### src/rtl/result_collector_if.sv
// Result collector bus: MLP result handshake, golden-ROM lookup and scoring outputs.
// Handshake: `ready` is a level held high while the MLP presents `label`;
// one result is taken per low->high transition of `ready` seen on a clk_en
// cycle. There is no back-pressure, and the collector never stalls the producer.
// When RESULT_COLLECTOR_CLASS_ERR_EN is defined, the bus also carries the
// per-class error query signals err_class_sel / err_class_count.
interface result_collector_if #(
  parameter int clog2_size_of_output_layer = 4,
  parameter int clog2_number_of_test_cases = 10
);
  logic [clog2_size_of_output_layer-1:0] label;
  logic                                  ready;
  logic [clog2_size_of_output_layer-1:0] expected_label;
  logic [clog2_number_of_test_cases-1:0] index;
  logic [clog2_number_of_test_cases-1:0] correct_count;
  logic                                  last_mismatch;
  logic                                  done;
`ifdef RESULT_COLLECTOR_CLASS_ERR_EN
  logic [clog2_size_of_output_layer-1:0] err_class_sel;
  logic [clog2_number_of_test_cases-1:0] err_class_count;

  // Producer / bench side.
  modport master (
    output label, ready, expected_label, err_class_sel,
    input  index, correct_count, last_mismatch, done, err_class_count
  );

  // Collector side.
  modport slave (
    input  label, ready, expected_label, err_class_sel,
    output index, correct_count, last_mismatch, done, err_class_count
  );
`else
  // Producer / bench side.
  modport master (
    output label, ready, expected_label,
    input  index, correct_count, last_mismatch, done
  );

  // Collector side.
  modport slave (
    input  label, ready, expected_label,
    output index, correct_count, last_mismatch, done
  );
`endif
endinterface

### src/rtl/result_collector.sv
// result_collector: scores a run of MLP classifications against a golden ROM.
// Each rising edge of `ready` (seen on a clk_en cycle) accepts one result,
// compares it with expected_label, and advances the ROM index. After
// number_of_test_cases results, `done` rises and the counters freeze until
// `clear` is asserted.
// Optional feature: define RESULT_COLLECTOR_CLASS_ERR_EN to add per-class
// mismatch counters, indexed by expected_label and read through err_class_sel.
module result_collector #(
  parameter int size_of_output_layer       = 10,
  parameter int clog2_size_of_output_layer = 4,
  parameter int number_of_test_cases       = 750,
  parameter int clog2_number_of_test_cases = 10
) (
  input  logic          clk,
  input  logic          rst,        // asynchronous, active low
  input  logic          clk_en,
  input  logic          clear,
  result_collector_if.slave bus,
  output logic          dbg_state   // 0 = COLLECT, 1 = DONE
);

  localparam int LW = clog2_size_of_output_layer;
  localparam int IW = clog2_number_of_test_cases;

  localparam logic [IW-1:0] LAST_INDEX  = IW'(number_of_test_cases - 1);
  localparam logic [LW:0]   NUM_CLASSES = (LW+1)'(size_of_output_layer);
  localparam logic [IW-1:0] ONE_IW      = IW'(1);

  typedef enum logic {
    ST_COLLECT = 1'b0,
    ST_DONE    = 1'b1
  } state_t;

  state_t        state_q, state_d;
  logic          ready_prev_q, ready_prev_d;   // registered ready ("ready_d")
  logic [IW-1:0] index_q, index_d;
  logic [IW-1:0] correct_count_q, correct_count_d;
  logic          last_mismatch_q, last_mismatch_d;
  logic          done_q, done_d;

  logic          accept;
  logic          label_in_range;
  logic          match;

  // A result is taken on the first clk_en cycle that sees ready high after low.
  // The comparison uses the ROM output present in that same cycle.
  always_comb begin
    accept         = clk_en && bus.ready && !ready_prev_q && (state_q == ST_COLLECT);
    label_in_range = ({1'b0, bus.label} < NUM_CLASSES);
    match          = label_in_range && (bus.label == bus.expected_label);
  end

  // Next-state logic. clear wins over a concurrent acceptance, and nothing
  // moves while clk_en is low.
  always_comb begin
    state_d         = state_q;
    ready_prev_d    = ready_prev_q;
    index_d         = index_q;
    correct_count_d = correct_count_q;
    last_mismatch_d = last_mismatch_q;
    done_d          = done_q;

    if (clk_en) begin
      if (clear) begin
        state_d         = ST_COLLECT;
        ready_prev_d    = 1'b0;
        index_d         = '0;
        correct_count_d = '0;
        last_mismatch_d = 1'b0;
        done_d          = 1'b0;
      end else begin
        ready_prev_d = bus.ready;
        if (accept) begin
          if (match) begin
            correct_count_d = correct_count_q + ONE_IW;
          end
          last_mismatch_d = !match;
          // The final result leaves the index on the last ROM entry.
          if (index_q == LAST_INDEX) begin
            state_d = ST_DONE;
            done_d  = 1'b1;
          end else begin
            index_d = index_q + ONE_IW;
          end
        end
      end
    end
  end

  // State register with asynchronous active-low reset.
  always_ff @(posedge clk or negedge rst) begin
    if (!rst) begin
      state_q         <= ST_COLLECT;
      ready_prev_q    <= 1'b0;
      index_q         <= '0;
      correct_count_q <= '0;
      last_mismatch_q <= 1'b0;
      done_q          <= 1'b0;
    end else begin
      state_q         <= state_d;
      ready_prev_q    <= ready_prev_d;
      index_q         <= index_d;
      correct_count_q <= correct_count_d;
      last_mismatch_q <= last_mismatch_d;
      done_q          <= done_d;
    end
  end

  assign bus.index         = index_q;
  assign bus.correct_count = correct_count_q;
  assign bus.last_mismatch = last_mismatch_q;
  assign bus.done          = done_q;
  assign dbg_state         = state_q;

`ifdef RESULT_COLLECTOR_CLASS_ERR_EN
  logic [IW-1:0] err_cnt_q [size_of_output_layer];
  logic [IW-1:0] err_cnt_d [size_of_output_layer];
  logic          exp_in_range;
  logic          sel_in_range;

  // Mismatches are charged to the golden class. Out-of-range golden labels
  // have no counter and are dropped.
  always_comb begin
    exp_in_range = ({1'b0, bus.expected_label} < NUM_CLASSES);
    err_cnt_d    = err_cnt_q;
    if (clk_en) begin
      if (clear) begin
        for (int i = 0; i < size_of_output_layer; i++) begin
          err_cnt_d[i] = '0;
        end
      end else if (accept && !match && exp_in_range) begin
        err_cnt_d[bus.expected_label] = err_cnt_q[bus.expected_label] + ONE_IW;
      end
    end
  end

  // Per-class counter registers.
  always_ff @(posedge clk or negedge rst) begin
    if (!rst) begin
      for (int i = 0; i < size_of_output_layer; i++) begin
        err_cnt_q[i] <= '0;
      end
    end else begin
      err_cnt_q <= err_cnt_d;
    end
  end

  // Combinational readback; an out-of-range selector reads as zero.
  always_comb begin
    sel_in_range        = ({1'b0, bus.err_class_sel} < NUM_CLASSES);
    bus.err_class_count = '0;
    if (sel_in_range) begin
      bus.err_class_count = err_cnt_q[bus.err_class_sel];
    end
  end
`endif

endmodule

### src/flat_wrapper.sv
// flat-port wrapper written by rule: the top's interface ports become plain ports
module result_collector_flat 
#(
  parameter int size_of_output_layer       = 10,
  parameter int clog2_size_of_output_layer = 4,
  parameter int number_of_test_cases       = 750,
  parameter int clog2_number_of_test_cases = 10
)
  (clk, rst, clk_en, clear, dbg_state, bus_label, bus_ready, bus_expected_label, bus_index, bus_correct_count, bus_last_mismatch, bus_done);
  result_collector_if #(.clog2_size_of_output_layer(clog2_size_of_output_layer), .clog2_number_of_test_cases(clog2_number_of_test_cases)) bus_i ();
  input  logic clk;
  input  logic rst;
  input  logic clk_en;
  input  logic clear;
  output logic dbg_state;
  input wire logic [$bits(bus_i.label)-1:0] bus_label;
  input wire logic [$bits(bus_i.ready)-1:0] bus_ready;
  input wire logic [$bits(bus_i.expected_label)-1:0] bus_expected_label;
  output wire logic [$bits(bus_i.index)-1:0] bus_index;
  output wire logic [$bits(bus_i.correct_count)-1:0] bus_correct_count;
  output wire logic [$bits(bus_i.last_mismatch)-1:0] bus_last_mismatch;
  output wire logic [$bits(bus_i.done)-1:0] bus_done;
  assign bus_i.label = bus_label;
  assign bus_i.ready = bus_ready;
  assign bus_i.expected_label = bus_expected_label;
  assign bus_index = bus_i.index;
  assign bus_correct_count = bus_i.correct_count;
  assign bus_last_mismatch = bus_i.last_mismatch;
  assign bus_done = bus_i.done;
  result_collector #(.size_of_output_layer(size_of_output_layer), .clog2_size_of_output_layer(clog2_size_of_output_layer), .number_of_test_cases(number_of_test_cases), .clog2_number_of_test_cases(clog2_number_of_test_cases)) u_core (.clk(clk), .rst(rst), .clk_en(clk_en), .clear(clear), .bus(bus_i), .dbg_state(dbg_state));
endmodule
### config.mk
export PLATFORM = sky130hd
export DESIGN_NAME = result_collector_flat
export DESIGN_NICKNAME = d
export VERILOG_FILES = /design/src/rtl/result_collector_if.sv /design/src/rtl/result_collector.sv /design/src/flat_wrapper.sv
export SDC_FILE = /design/constraint.sdc
export NUM_CORES = 1
export LEC_CHECK = 0
export CAP_MARGIN = 20
export CORE_UTILIZATION = 35
export CTS_CLUSTER_SIZE = 20
export DETAILED_ROUTE_END_ITERATION = 10
export GPL_TIMING_DRIVEN = 0
export PLACE_DENSITY = 0.62
export REMOVE_ABC_BUFFERS = 1
export SYNTH_ARGS = -nofsm -noshare
export SYNTH_HDL_FRONTEND = slang
export SYNTH_SLANG_ARGS = --single-unit
### constraint.sdc
create_clock -name clk -period 2.2 [get_ports clk]
set_input_delay 0.44 -clock clk [delete_from_list [all_inputs] [get_ports clk]]
set_output_delay 0.44 -clock clk [all_outputs]
set_load 0.01 [all_outputs]
# After elaboration in Yosys (flattened, before gate mapping)
# Index checks and enable logic that the tools add are counted.
# op_classes
add_sub_neg	2
n_eq_ne	3
bitwise	1
mul	0
reduce_logical	13
n_shift	0
mux	12
div_mod_pow	0
n_lt_le_gt_ge	1
# ops
operator	n
$mux 10	6
$add 10x1->10 const B	2
$eq 10x10->1 const B	1
$reduce_and 3->1	3
$mux 1	6
$reduce_bool 2->1	3
$eq 4x4->1	1
$logic_and 1x1->1	4
$lt 4x4->1 const B	1
$logic_not 1->1	2
$ne 2x2->1 const B	1
$reduce_and 2->1	1
$not 1->1	1
# totals
latch_bits	0
ram_bits	0
mem_count	0
register_bits	23
input_bits	13
mem_bits_ro	0
out_inout_bits	23

# Depth between registers and ports, before layout
# depth
ltp_word	5
ltp_mapped	7
mapped_depth_nobuf	7

# Worst setup path before layout
# Ideal clock, no wire load.
# synth_timing
kind	input-to-reg
start	input bus_label[2]
end	register u_core.correct_count_q[8] (netlist: u_core.bus.correct_count[8])
setup_ns	0.090
n_path_buf	0
slack_ns	0.321
required_time_ns	2.110
arrival_ns	1.789
cell_stages	5
path_cell_list	or4b_4 -> o31ai_2 -> nand4_2 -> or4_1 -> o221ai_1
# synth_between
elab_chain_cells	4
# synth_lines
item	line_no	rtl
from (decl)	flat_wrapper.sv:16	input wire logic [$bits(bus_i.label)-1:0] bus_label;
$lt 4x4->1 or $eq 4x4->1 (tied branches)	result_collector.sv:49, result_collector.sv:50	
$logic_and 1x1->1 (*)	result_collector.sv:50	match = label_in_range && (bus.label == bus.expected_label);
$reduce_bool 2->1 (no line) (*)	--	
$reduce_and 3->1 (no line) (*)	--	
to (signal assigned)	result_collector.sv:103	correct_count_q <= correct_count_d;
to (decl)	result_collector.sv:37	logic [IW-1:0] correct_count_q, correct_count_d;
# Mark *: on every way between the ends. The rest lies on a longest branch, timed or not.
# A chain may end at the register's enable or synchronous reset.

# Final worst setup path
# Ends and elaborated chain as after synthesis.

==> impl_metrics.env <==
export IMPL_outcome="finished clean"
export IMPL_postLayoutCoreUtil=0.530
export IMPL_skew_ps=2.59
export IMPL_hold_class="in2async"
export IMPL_p_seq_frac=0.508
export IMPL_rrSetupSlack_ps=370
export IMPL_path_max_fanout=8
export IMPL_post_place_cells=217
export IMPL_initial_core_util=0.379
export IMPL_p_leak_nw=0.755
export IMPL_first_iter_violations=43
export IMPL_drc_errors=0
export IMPL_p_per_area_mw_per_mm2=521
export IMPL_wire_per_inst_um=13.6
export IMPL_synthArstFlopShare=1.00
export IMPL_cts_buffer_depth=2
export IMPL_setup_viol=0
export IMPL_clk_latency_ps=260
export IMPL_critPathLaunchType="input pin"
export IMPL_nFillCells=329
export IMPL_synthCells=141
export IMPL_critPathCaptureType="register"
export IMPL_overflow=0
export IMPL_path_clk_slew_ps=90
export IMPL_cts_hold_buf=0
export IMPL_place_congestion=0.775
export IMPL_max_freq_mhz=468
export IMPL_io_pins=36
export IMPL_crit_type="in2reg"
export IMPL_multi_input_area_um2=709
export IMPL_p_sw_uw=276
export IMPL_cap_violations=0
export IMPL_pre_cts_ws_ps=-731
export IMPL_yosysSeqAreaShare=0.438
export IMPL_fin_ws_ps=63.1
export IMPL_port_buffers=35
export IMPL_max_slew_margin_rel=0.695
export IMPL_cts_tree="yes"
export IMPL_grt_max_degree=24
export IMPL_synth_area_mm2=0.00132
export IMPL_die_area_mm2=0.00401
export IMPL_p_int_uw=681
export IMPL_hpwl_um=2190
export IMPL_fin_nets=199
export IMPL_antenna_found_initial=0
export IMPL_drt_pass1_iterations=4
export IMPL_cts_root_buffer="clkbuf_8"
export IMPL_grt_pass1_vias=1203
export IMPL_rows=21
export IMPL_vias_per_cell=5.33
export IMPL_power_frac_clock=0.280
export IMPL_crit_required_ps=2380
export IMPL_diodes=0
export IMPL_core_region_area_mm2=0.00347
export IMPL_design_area_mm2=0.00184
export IMPL_synth_distinct_cells=37
export IMPL_cts_sinks=23
export IMPL_comb_power_share=0.211
export IMPL_regArea_um2=576
export IMPL_numCtsBuffers=3
export IMPL_drive_gt1_frac=0.0989
export IMPL_finalHoldViolations=0
export IMPL_vias=1215
export IMPL_grt_pass1_wl_um=5280
export IMPL_synth_edff_count=0
export IMPL_synth_main_ff_cell="dfrtp_1"
export IMPL_wirelength_um=3100
export IMPL_fin_crit_sh=0.971
export IMPL_swShare=0.289
export IMPL_ys_warn_count=0
export IMPL_avgSynthCellArea_um2=9.33
export IMPL_area_growth_syn_to_layout_pct=39.7
export IMPL_finalCriticalPeriod_ps=2140
export IMPL_slew_violations=0
export IMPL_ant_nets=0
export IMPL_fin_cells=228
export IMPL_cp_arrival_ps=2320
export IMPL_crit_path_start="bus_label[2]"
export IMPL_fp_dieW_um=63.3
export IMPL_placed_area_mm2=0.00170
export IMPL_reg2reg_from="u_core.bus.index[1]"
export IMPL_worst_pin_slew_ps=456
export IMPL_track_usage=0.166
export IMPL_htreeDepth=1
export IMPL_die_h_um=63.3
export IMPL_vdd_drop_max_mv=0.317
export IMPL_ys_ff_latch=23
export IMPL_total_power_uw=957
[routing by layer]
metal	vias to the layer above	wire [µm]	share of wire	track usage
li1	598	-	-	-
met1	583	1460	0.47	0.219
met2	30	1510	0.49	0.272
met3	4	82	0.026	0.0163
met4	0	42	0.014	0.0795
met5	-	0	0	0
[timing repair]
action	in CTS	in global routing
gates resized for setup	2	5
endpoints found under the hold margin	0	0
pin swaps	1	2
setup buffers	4	2
setup endpoints to repair	9	5
[cells in the mapped netlist, drive strengths merged (2+ instances only)]
library cell  number  area share
dfrtp             23        0.44
nand3             14       0.053
nor2              14       0.040
nand2             12       0.034
inv                9       0.026
xor2               9       0.060
nand4              8       0.043
o31ai              6       0.038
or4                6       0.034
a21oi              3       0.011
and3               3       0.014
clkbuf             3      0.0086
ha                 3       0.029
o211ai             3       0.017
buf                2      0.0095
nand2b             2      0.0095
nor2b              2      0.0095
o21a               2       0.011
xnor2              2       0.013
[cell type report]
class | instances | area share
clock buffers | 3 | 0.0225
clock inverters | 1 | 0.00272
inverters | 9 | 0.0184
multi-input cells | 104 | 0.386
flip-flops and latches | 23 | 0.313
well taps | 46 | 0.0313
repair buffers | 42 | 0.225
[power groups by stage]
stage	clock, mW	combinational, mW	sequential, mW
2_1_floorplan	0	0.0775	0.498
3_3_place_gp	0	0.190	0.493
3_5_place_dp	0	0.192	0.494
4_1_cts	0.278	0.194	0.486
5_1_grt	0.293	0.224	0.493
6_report	0.268	0.202	0.486
[cell usage in the layout (no fill, tap or decap), types with 2 or more instances in the layout]
master and instances:
xor2_1 9, nand2b_1 2, a21oi_1 3, buf_4 5, o31ai_1 5, inv_1 9, o21a_1 2, nor2_1 14
nand3_1 13, dfrtp_1 23, nand4_1 7, xnor2_1 2, nand2_1 12, o211ai_1 3, ha_1 3, clkbuf_8 3
nor2b_1 2, or4_1 6, clkdlybuf4s50_1 34, and3_1 3
[kinds of logic after synthesis]
| family | after synthesis | share of synthesized area |
|---|---|---|
| flops | 23 | 0.438 |
| buf+inv | 14 | 0.0438 |
| fa+ha+maj | 3 | 0.0285 |
| simple gates | 68 | 0.291 |
| compound gates | 22 | 0.126 |
| xor+xnor | 11 | 0.0733 |
[sequential cells by signal, summed over array words and instances (netlist names)]
signal and cells:
u_core.ready_prev_q 1, u_core.bus.correct_count 10, u_core.bus.index 10, u_core.bus.done 1, u_core.bus.last_mismatch 1
[worst max-delay path, cell delays in order]
cell	delay, ps
clkdlybuf4s50_1	430
or4b_4	560
o31ai_4	100
nand4_2	220
or4_1	470
o221ai_1	90
[per-stage QoR]
stage               setup TNS [ps]  hold slack [ps]
floorplan                        0              144
global placement             -4200              521
detailed placement           -4810              516
CTS                              0              545
global route                 -21.7              514
finish                           0              483
[final timing paths]
path,end,cells past startpoint
min in group clk,u_core.bus.last_mismatch,1
max in group asynchronous,u_core.bus.correct_count[5],2
hold reg to reg,u_core.bus.last_mismatch,1
setup reg to reg,u_core.bus.index[0],7
hold / removal,u_core.bus.index[2],1
setup / recovery,u_core.bus.correct_count[8],6
Note: power is estimated with default switching activity, not from simulation.
